### src/rtl/frame_cipher_buffer_if.sv
// frame_cipher_buffer_if: four-phase symbol handshake between a frame source and the cipher buffer.
interface frame_cipher_buffer_if #(parameter int WIDTH = 8);
  logic [WIDTH-1:0] In_Data;
  logic In_Valid;
  logic In_Ack;
  modport master (output In_Data, In_Valid, input In_Ack);
  modport slave (input In_Data, In_Valid, output In_Ack);
endinterface

### src/rtl/frame_cipher_buffer.sv
// frame_cipher_buffer: receives a length-prefixed data/key frame, ciphers it one symbol per cycle,
// then lets the result buffer be browsed by index.
module frame_cipher_buffer #(
  parameter int WIDTH = 8,
  parameter int DATA_DEPTH = 100,
  parameter int KEY_DEPTH = 8,
  parameter int IDX_W = 8
) (
  input  logic Clk_100M,
  input  logic Reset,
  frame_cipher_buffer_if.slave bus,
  input  logic [1:0] Mode,
  input  logic Prev_Pulse,
  input  logic Next_Pulse,
  output logic Busy,
  output logic Done,
  output logic Error,
  output logic [IDX_W-1:0] Data_Len,
  output logic [IDX_W-1:0] Cur_Index,
  output logic [WIDTH-1:0] Cur_Plain,
  output logic [WIDTH-1:0] Cur_Cipher
);
  localparam int DA = DATA_DEPTH > 1 ? $clog2(DATA_DEPTH) : 1;
  localparam int KA = KEY_DEPTH > 1 ? $clog2(KEY_DEPTH) : 1;
  localparam logic [IDX_W-1:0] DMAX = IDX_W'(DATA_DEPTH);
  localparam logic [IDX_W-1:0] KMAX = IDX_W'(KEY_DEPTH);
  typedef enum logic [2:0] {IDLE, RX_DATA, RX_KLEN, RX_KEY, CIPHER, DONE, ERR} state_t;
  state_t state;
  logic [WIDTH-1:0] data_mem [DATA_DEPTH];
  logic [WIDTH-1:0] key_mem [KEY_DEPTH];
  logic [WIDTH-1:0] res_mem [DATA_DEPTH];
  logic [IDX_W-1:0] key_len, cnt, kcnt, len;
  logic [1:0] mode_r;
  logic in_ack, accept, bad_n, bad_k;
  logic [WIDTH-1:0] dsym, ksym, result;
  assign bus.In_Ack = in_ack;
  assign len = bus.In_Data[IDX_W-1:0];
  assign accept = bus.In_Valid && !in_ack && state != CIPHER;
  assign bad_n = len == '0 || len > DMAX;
  assign bad_k = len == '0 || len > KMAX;
  assign dsym = data_mem[cnt[DA-1:0]];
  assign ksym = key_mem[kcnt[KA-1:0]];
  assign result = mode_r == 2'b00 ? dsym ^ ksym :
                  mode_r == 2'b01 ? dsym + ksym :
                  mode_r == 2'b10 ? dsym - ksym : dsym;
  assign Busy = !(state inside {IDLE, DONE, ERR});
  assign Cur_Plain = Done ? data_mem[Cur_Index[DA-1:0]] : '0;
  assign Cur_Cipher = Done ? res_mem[Cur_Index[DA-1:0]] : '0;
  // Buffers carry no reset so they map onto plain RAM.
  always_ff @(posedge Clk_100M) begin
    if (!Reset && accept && state == RX_DATA) data_mem[cnt[DA-1:0]] <= bus.In_Data;
    if (!Reset && accept && state == RX_KEY) key_mem[kcnt[KA-1:0]] <= bus.In_Data;
    if (!Reset && state == CIPHER) res_mem[cnt[DA-1:0]] <= result;
  end
  always_ff @(posedge Clk_100M) begin
    if (Reset) begin
      state <= IDLE;
      in_ack <= 1'b0;
      Done <= 1'b0;
      Error <= 1'b0;
      Data_Len <= '0;
      Cur_Index <= '0;
      key_len <= '0;
      cnt <= '0;
      kcnt <= '0;
      mode_r <= 2'b00;
    end else begin
      in_ack <= accept || (in_ack && bus.In_Valid);
      case (state)
        IDLE, DONE: begin
          if (accept) begin
            Done <= 1'b0;
            if (bad_n) begin
              state <= ERR;
              Error <= 1'b1;
            end else begin
              Data_Len <= len;
              cnt <= '0;
              state <= RX_DATA;
            end
          end else if (state == DONE && (Prev_Pulse ^ Next_Pulse)) begin
            Cur_Index <= Next_Pulse ? (Cur_Index == Data_Len - 1'b1 ? '0 : Cur_Index + 1'b1)
                                    : (Cur_Index == '0 ? Data_Len - 1'b1 : Cur_Index - 1'b1);
          end
        end
        RX_DATA: if (accept) begin
          cnt <= cnt + 1'b1;
          if (cnt == Data_Len - 1'b1) state <= RX_KLEN;
        end
        RX_KLEN: if (accept) begin
          if (bad_k) begin
            state <= ERR;
            Error <= 1'b1;
          end else begin
            key_len <= len;
            kcnt <= '0;
            state <= RX_KEY;
          end
        end
        RX_KEY: if (accept) begin
          if (kcnt == key_len - 1'b1) begin
            mode_r <= Mode;
            cnt <= '0;
            kcnt <= '0;
            state <= CIPHER;
          end else begin
            kcnt <= kcnt + 1'b1;
          end
        end
        CIPHER: begin
          cnt <= cnt + 1'b1;
          kcnt <= kcnt == key_len - 1'b1 ? '0 : kcnt + 1'b1;
          if (cnt == Data_Len - 1'b1) begin
            state <= DONE;
            Done <= 1'b1;
            Cur_Index <= '0;
          end
        end
        default: ;
      endcase
    end
  end
endmodule
### src/flat_wrapper.sv
// flat-port wrapper written by rule: the top's interface ports become plain ports
module frame_cipher_buffer_flat 
#(
  parameter int WIDTH = 8,
  parameter int DATA_DEPTH = 100,
  parameter int KEY_DEPTH = 8,
  parameter int IDX_W = 8
)
  (Clk_100M, Reset, Mode, Prev_Pulse, Next_Pulse, Busy, Done, Error, Data_Len, Cur_Index, Cur_Plain, Cur_Cipher, bus_In_Data, bus_In_Valid, bus_In_Ack);
  frame_cipher_buffer_if #(.WIDTH(WIDTH)) bus_i ();
  input  logic Clk_100M;
  input  logic Reset;
  input  logic [1:0] Mode;
  input  logic Prev_Pulse;
  input  logic Next_Pulse;
  output logic Busy;
  output logic Done;
  output logic Error;
  output logic [IDX_W-1:0] Data_Len;
  output logic [IDX_W-1:0] Cur_Index;
  output logic [WIDTH-1:0] Cur_Plain;
  output logic [WIDTH-1:0] Cur_Cipher;
  input wire logic [$bits(bus_i.In_Data)-1:0] bus_In_Data;
  input wire logic [$bits(bus_i.In_Valid)-1:0] bus_In_Valid;
  output wire logic [$bits(bus_i.In_Ack)-1:0] bus_In_Ack;
  assign bus_i.In_Data = bus_In_Data;
  assign bus_i.In_Valid = bus_In_Valid;
  assign bus_In_Ack = bus_i.In_Ack;
  frame_cipher_buffer #(.WIDTH(WIDTH), .DATA_DEPTH(DATA_DEPTH), .KEY_DEPTH(KEY_DEPTH), .IDX_W(IDX_W)) u_core (.Clk_100M(Clk_100M), .Reset(Reset), .bus(bus_i), .Mode(Mode), .Prev_Pulse(Prev_Pulse), .Next_Pulse(Next_Pulse), .Busy(Busy), .Done(Done), .Error(Error), .Data_Len(Data_Len), .Cur_Index(Cur_Index), .Cur_Plain(Cur_Plain), .Cur_Cipher(Cur_Cipher));
endmodule
### config.mk
export PLATFORM = sky130hd
export DESIGN_NAME = frame_cipher_buffer_flat
export DESIGN_NICKNAME = d
export VERILOG_FILES = /design/src/rtl/frame_cipher_buffer_if.sv /design/src/rtl/frame_cipher_buffer.sv /design/src/flat_wrapper.sv
export SDC_FILE = /design/constraint.sdc
export NUM_CORES = 2
export LEC_CHECK = 0
export CAP_MARGIN = 0
export CORE_MARGIN = 2
export CORE_UTILIZATION = 59
export CTS_BUF_LIST = sky130_fd_sc_hd__clkbuf_4 sky130_fd_sc_hd__clkbuf_8
export DETAILED_ROUTE_END_ITERATION = 8
export GPL_ROUTABILITY_DRIVEN = 0
export PLACE_DENSITY = 0.88
export REMOVE_ABC_BUFFERS = 1
export SYNTH_ARGS = -nofsm -noshare
export SYNTH_HDL_FRONTEND = slang
export SYNTH_SLANG_ARGS = --single-unit
### constraint.sdc
create_clock -name Clk_100M -period 8.4 [get_ports Clk_100M]
set_clock_uncertainty 0.1 [all_clocks]
set_input_delay 1.68 -clock Clk_100M [delete_from_list [all_inputs] [get_ports Clk_100M]]
set_output_delay 1.68 -clock Clk_100M [all_outputs]
set_load 0.1 [all_outputs]
## Yosys cells after proc, flatten, opt, wreduce, memory -nomap -nowiden

Memories as Yosys holds them, arrays and structs flattened. A register that Yosys moved wholly into a read port is not among the register bits.
Index checks and enable logic that the tools add are counted.

| cells by class | value |
|---|---|
| equal/unequal tests | 25 |
| order comparisons | 2 |
| add/subtract/negate cells | 8 |
| reductions and logical operators | 34 |
| bitwise logic cells | 4 |
| multiplexer cells | 55 |

Operator list:

| kind | count |
|---|---|
| 8-bit 2-to-1 mux | 20 |
| 7-bit 2-to-1 mux | 6 |
| 3-bit 2-to-1 mux | 11 |
| 8-bit case mux with 4 select lines | 1 |
| 8-bit by 1-bit adder with 8-bit output (second input constant) | 3 |
| 8-bit equality test | 3 |
| 8-bit case mux with 3 select lines | 1 |
| 8-bit by 1-bit subtractor with 8-bit output (second input constant) | 3 |
| 8-bit logical NOT | 2 |
| 8-bit case mux with 2 select lines | 1 |
| 3-bit case mux with 5 select lines | 1 |
| 2-bit by 1-bit != test with 1-bit output (second input constant) | 7 |
| 1-bit 2-to-1 mux | 12 |
| 2-bit != test (second input constant) | 6 |
| 3-bit AND reduction | 4 |
| 3-bit equality test (second input constant) | 3 |
| 8-bit adder | 1 |
| 8-bit by 4-bit > comparator with 1-bit output (second input constant) | 1 |
| 8-bit by 7-bit > comparator with 1-bit output (second input constant) | 1 |
| 1-bit logical AND | 8 |
| 4-bit AND reduction | 2 |
| 8-bit AND reduction | 1 |
| 8-bit subtractor | 1 |
| 8-bit bitwise XOR | 1 |
| other kinds (19) | 28 |

| storage, ports and cells | value |
|---|---|
| bits of input ports | 15 |
| flip-flop bits (word level) | 48 |
| memories kept | 3 |
| logic and storage cells | 141 |
| memory bits (writable) | 1,664 |
| output and inout port bits | 36 |

Memories:

| name | words | bits a word | read ports | clocked after Yosys merged registers in | wr ports | line | source |
|---|---|---|---|---|---|---|---|
| u_core.data_mem | 100 | 8 | 2 | 2 | 1 | frame_cipher_buffer.sv:29 | `logic [WIDTH-1:0] data_mem [DATA_DEPTH];` |
| u_core.res_mem | 100 | 8 | 1 | 1 | 1 | frame_cipher_buffer.sv:31 | `logic [WIDTH-1:0] res_mem [DATA_DEPTH];` |
| u_core.key_mem | 8 | 8 | 1 | 1 | 1 | frame_cipher_buffer.sv:30 | `logic [WIDTH-1:0] key_mem [KEY_DEPTH];` |

## Logic depth before layout (Yosys ltp)

| depth | value |
|---|---|
| depth in word-level cells | 9 |
| depth in mapped cells | 20 |
| depth with buffers taken out | 17 |

## Least setup slack after synthesis

Ideal clock, no wire load.

| path | value |
|---|---|
| path type | reg-to-reg |
| from | register (tool-made name) |
| to | memory u_core.res_mem[0][2] (data pin) |
| data required time | 7.320 ns |
| setup time | 0.980 ns |
| path slack | 0.376 ns |
| arrival | 6.943 ns |
| clock period less this slack | 8.024 ns |
| cell stages (with the launch flop) | 13 |
| buffers on the path | 4 |
| cell sequence | dfxtp_1 -> buf_2 -> buf_4 -> buf_2 -> buf_2 -> mux4_2 -> nand2_1 -> o21ai_0 -> a221o_1 -> ha_1 -> nor3b_1 -> a21oi_1 -> o21ai_0 |

RTL lines:

| item | line |
|---|---|
| to (decl) | frame_cipher_buffer.sv:31 |

==> flow_summary_export.csv <==
group,metric,value,unit
status,status,"finished, final reports clean",
global_routing,grt_pass1_wl,287000,microns
placement,place_area,77200,sq um
logic_synthesis,synthCells,3628,
detailed_routing,dr.pass1.iters,8,
logic_synthesis,synthAdderAreaFrac,0.00422,
logic_synthesis,synthMuxAreaShare,0.238,
die,io_pins,51,
logic_synthesis,ys_warn_count,0,
logic_synthesis,avgSynthCellArea,20.6,sq um
global_routing,grt-ovfl-total,0,
detailed_routing,drt-initial-drc-count,6948,
hold_path,holdPathEnd,"u_core.Error",
logic_synthesis,synthArstFlopShare,0,
layout,fill_cells,7407,
sta,maxSlewHeadroom,0.0445,
clocking,cts_buffers,282,
setup_path,crit_path_end_kind,"output port",
setup_path,worst_ep_required_time,6620,ps
sta,setup_violations,0,
pwr,power.density,221,nW/um^2
pwr,leakage,24.6,nW
die,die_x,360,microns
clocking,clock_sinks,1729,
setup_path,ff2ff_path_depth,16,
clocking,cts_setup_buffers,0,
detailed_routing,antenna_left,0,
layout,fin_cells,5641,
logic_synthesis,yosys.area_share.simple,0.0320,
detailed_routing,routed_wl,200000,microns
sta,timing.fmax,130,MHz
sta,worst_slack,699,ps
placement,place_inst,5172,
sta,whs,416,ps
hold_path,min_delay_path_depth,2,
sta,worst_slew_pin_slew,1420,ps
logic_synthesis,synth_edf_count,1664,
sta,rsz0062_at_grt,"false",
clocking,ctsRootBufferMaster,"clkbuf_8",
setup_path,r2r_end,"u_core.res_mem[62][7]",
logic_synthesis,synth-xor-area-share,0.00821,
logic_synthesis,synth.cell_area,74700,sq um
logic_synthesis,synthFlopType,"edfxtp_1",
sta,period_share,0.917,
die,num_rows,130,
placement,dp_slack,1760,ps
clocking,clkSlewWorstSetupHoldPaths,70,ps
layout,final_nets,3845,
global_routing,antenna_found_initial,8,
die,fp.dieH,360,microns
sta,fin_setup_tns,0,ps
clocking,clock_latency,1030,ps
global_routing,grtUsageTotal,0.310,
die,dieArea,129000,sq um
detailed_routing,drc,0,
clocking,cts.htree.levels,5,
setup_path,critical_path_arrival,5920,ps
logic_synthesis,ys_ff_latch,1729,
setup_path,path_max_fanout,39,
clocking,cts_resized,0,
setup_path,worst-setup-path-type,"flip-flop to output port",
layout,syn_to_final_growth,10.4,%
setup_path,cp-start-kind,"flip-flop",
die,core,126000,sq um
global_routing,grt_max_degree,101,
pwr,power,18.2,mW
layout,drive_above_1_share,0.326,
global_routing,grt_pass1_vias,41591,
logic_synthesis,yosys-top-cells-area,"edfxtp_1, mux4_2, dfxtp_1",
placement,port_buffers,50,
hold_path,hold_path.class,"flip-flop to flip-flop",
logic_synthesis,ys_types,73,
die,initial_core_util,0.595,
logic_synthesis,yosysTopAreaCell,"edfxtp_1",
layout,regArea,51300,sq um
hold_path,hp-start,"u_core.Error",
flow_run,cap_violations,0,
sta,hold_violations,0,
layout,fin_area,82400,sq um
placement,dp_hpwl,124000,microns
detailed_routing,vias,40967,
sta,drv_slew,0,
layout,multi_input_area,22300,sq um
logic_synthesis,synth_top_family_by_area,"multiplexers",
logic_synthesis,synth_top_area_share,0.669,
setup_path,ff2ff_setup_slack,1610,ps
logic_synthesis,synth_compound_area_frac,0.0149,
logic_synthesis,yosysSeqAreaShare,0.687,
clocking,holdBufCountCts,0,
detailed_routing,vias_per_cell,7.26,
detailed_routing,wl_per_cell,35.4,microns
layout,finish.utilization,0.656,
sta,period_needed,7700,ps
clocking,cts_buffer_depth,4,
clocking,cts_tree,"built",
pwr,ir_drop,0.198,mV
==> sequential cells by signal, summed over array words and instances, names as in the netlist, named ones only <==
signal,count
u_core.data_mem,800
u_core.res_mem,800
u_core.key_mem,64
u_core.Cur_Index,8
u_core.Data_Len,8
u_core.cnt,8
u_core.kcnt,8
u_core.key_len,8
u_core.state,3
u_core.mode_r,2
u_core.Done,1
u_core.Error,1
u_core.bus.In_Ack,1
==> layout make-up <==
cell class              instances  area share
multi-input cells            1615       0.271
clock inverters               112     0.00835
repair buffers                145      0.0171
diodes                          3   0.0000911
well taps                    1650      0.0251
clock buffers                 354      0.0544
inverters                      33     0.00150
flip-flops and latches       1729       0.623
==> power by group <==
group          internal, mW  leakage, nW  switching (mW)
Sequential             9.73         15.5          0.0686
Clock                  3.72         2.72            3.26
Combinational         0.504         6.45           0.904
Total                  14.0         24.6            4.23
==> cell usage in the layout, fill, tap and decap left out, types with 22 or more instances in the layout <==
cell and instances:
edfxtp_1 1664, mux4_2 762, nor2_1 297, clkbuf_8 292, buf_4 89, nand2_1 87, clkinv_1 73, clkbuf_4 62
mux2i_1 59, dfxtp_1 54, a21oi_1 45, o21ai_0 41, clkdlybuf4s50_1 38, inv_1 32, nand3_1 31, xor2_1 29
clkinv_2 25, xnor2_1 22, ha_1 22
==> worst max-delay path: stages, from the launching register on <==
cell	delay, ps
dfxtp_4	840
buf_12	320
buf_12	330
buf_4	340
mux4_2	560
mux4_2	460
mux2i_1	300
nor2_1	110
a21oi_1	220
o21ai_0	220
clkdlybuf4s50_1	1070
==> synthesized netlist by cell type (3+ instances only) <==
master,number
and3_1,19
xnor2_1,22
dfxtp_1,65
nor3b_1,7
a22oi_1,16
xor2_1,30
o22ai_1,5
buf_4,3
a221oi_1,6
and4_1,3
nand2_1,87
mux2i_1,60
a21oi_1,45
o211ai_1,8
nor2b_1,17
buf_1,64
nand3_1,32
nand2b_1,7
nor4_1,10
o21bai_1,4
or3_1,7
a31oi_1,10
a211oi_1,4
inv_1,32
nand4_1,10
mux4_2,762
o31ai_1,5
or4_1,3
a2111oi_0,6
and2_1,3
ha_1,22
mux2_2,3
clkbuf_8,3
nor3_1,14
edfxtp_1,1664
buf_2,41
clkbuf_1,139
xnor3_1,7
o21ai_0,42
nor2_1,297
==> cells by family (layout without fill, tap and decap cells) <==
logic type	Yosys count	in the layout
DFF	1729	1729
muxes	825	825
and+or+nand+nor	533	533
buffers and inverters	284	644
AOI/OAI and AO/OA	174	174
xor gates and xnor gates	59	59
adders and majority gates	24	24
other	0	3
==> layer usage <==
layer / wire, microns / part of all wire / vias to the layer above / GRT usage
li1: - / - / 15698 / -
met1: 63400 / 0.32 / 20903 / 0.387
met2: 97300 / 0.49 / 3620 / 0.494
met3: 26900 / 0.13 / 738 / 0.0965
met4: 11900 / 0.060 / 8 / 0.161
met5: 67 / 0.00034 / - / 0
==> how the worst max path moves through the flow <==
stage / start / endpoint / slack [ps]
after floorplan: flip-flop / Cur_Plain[4] / -13310
after global placement: flip-flop / Cur_Plain[2] / 1900
after detailed placement: flip-flop / u_core.res_mem[62][7] / 1760
after CTS: flip-flop / Cur_Cipher[2] / 690
after global routing: flip-flop / Cur_Cipher[2] / 490
final: flip-flop / Cur_Cipher[2] / 700
No activity file was read; power rests on OpenSTA's default activity.
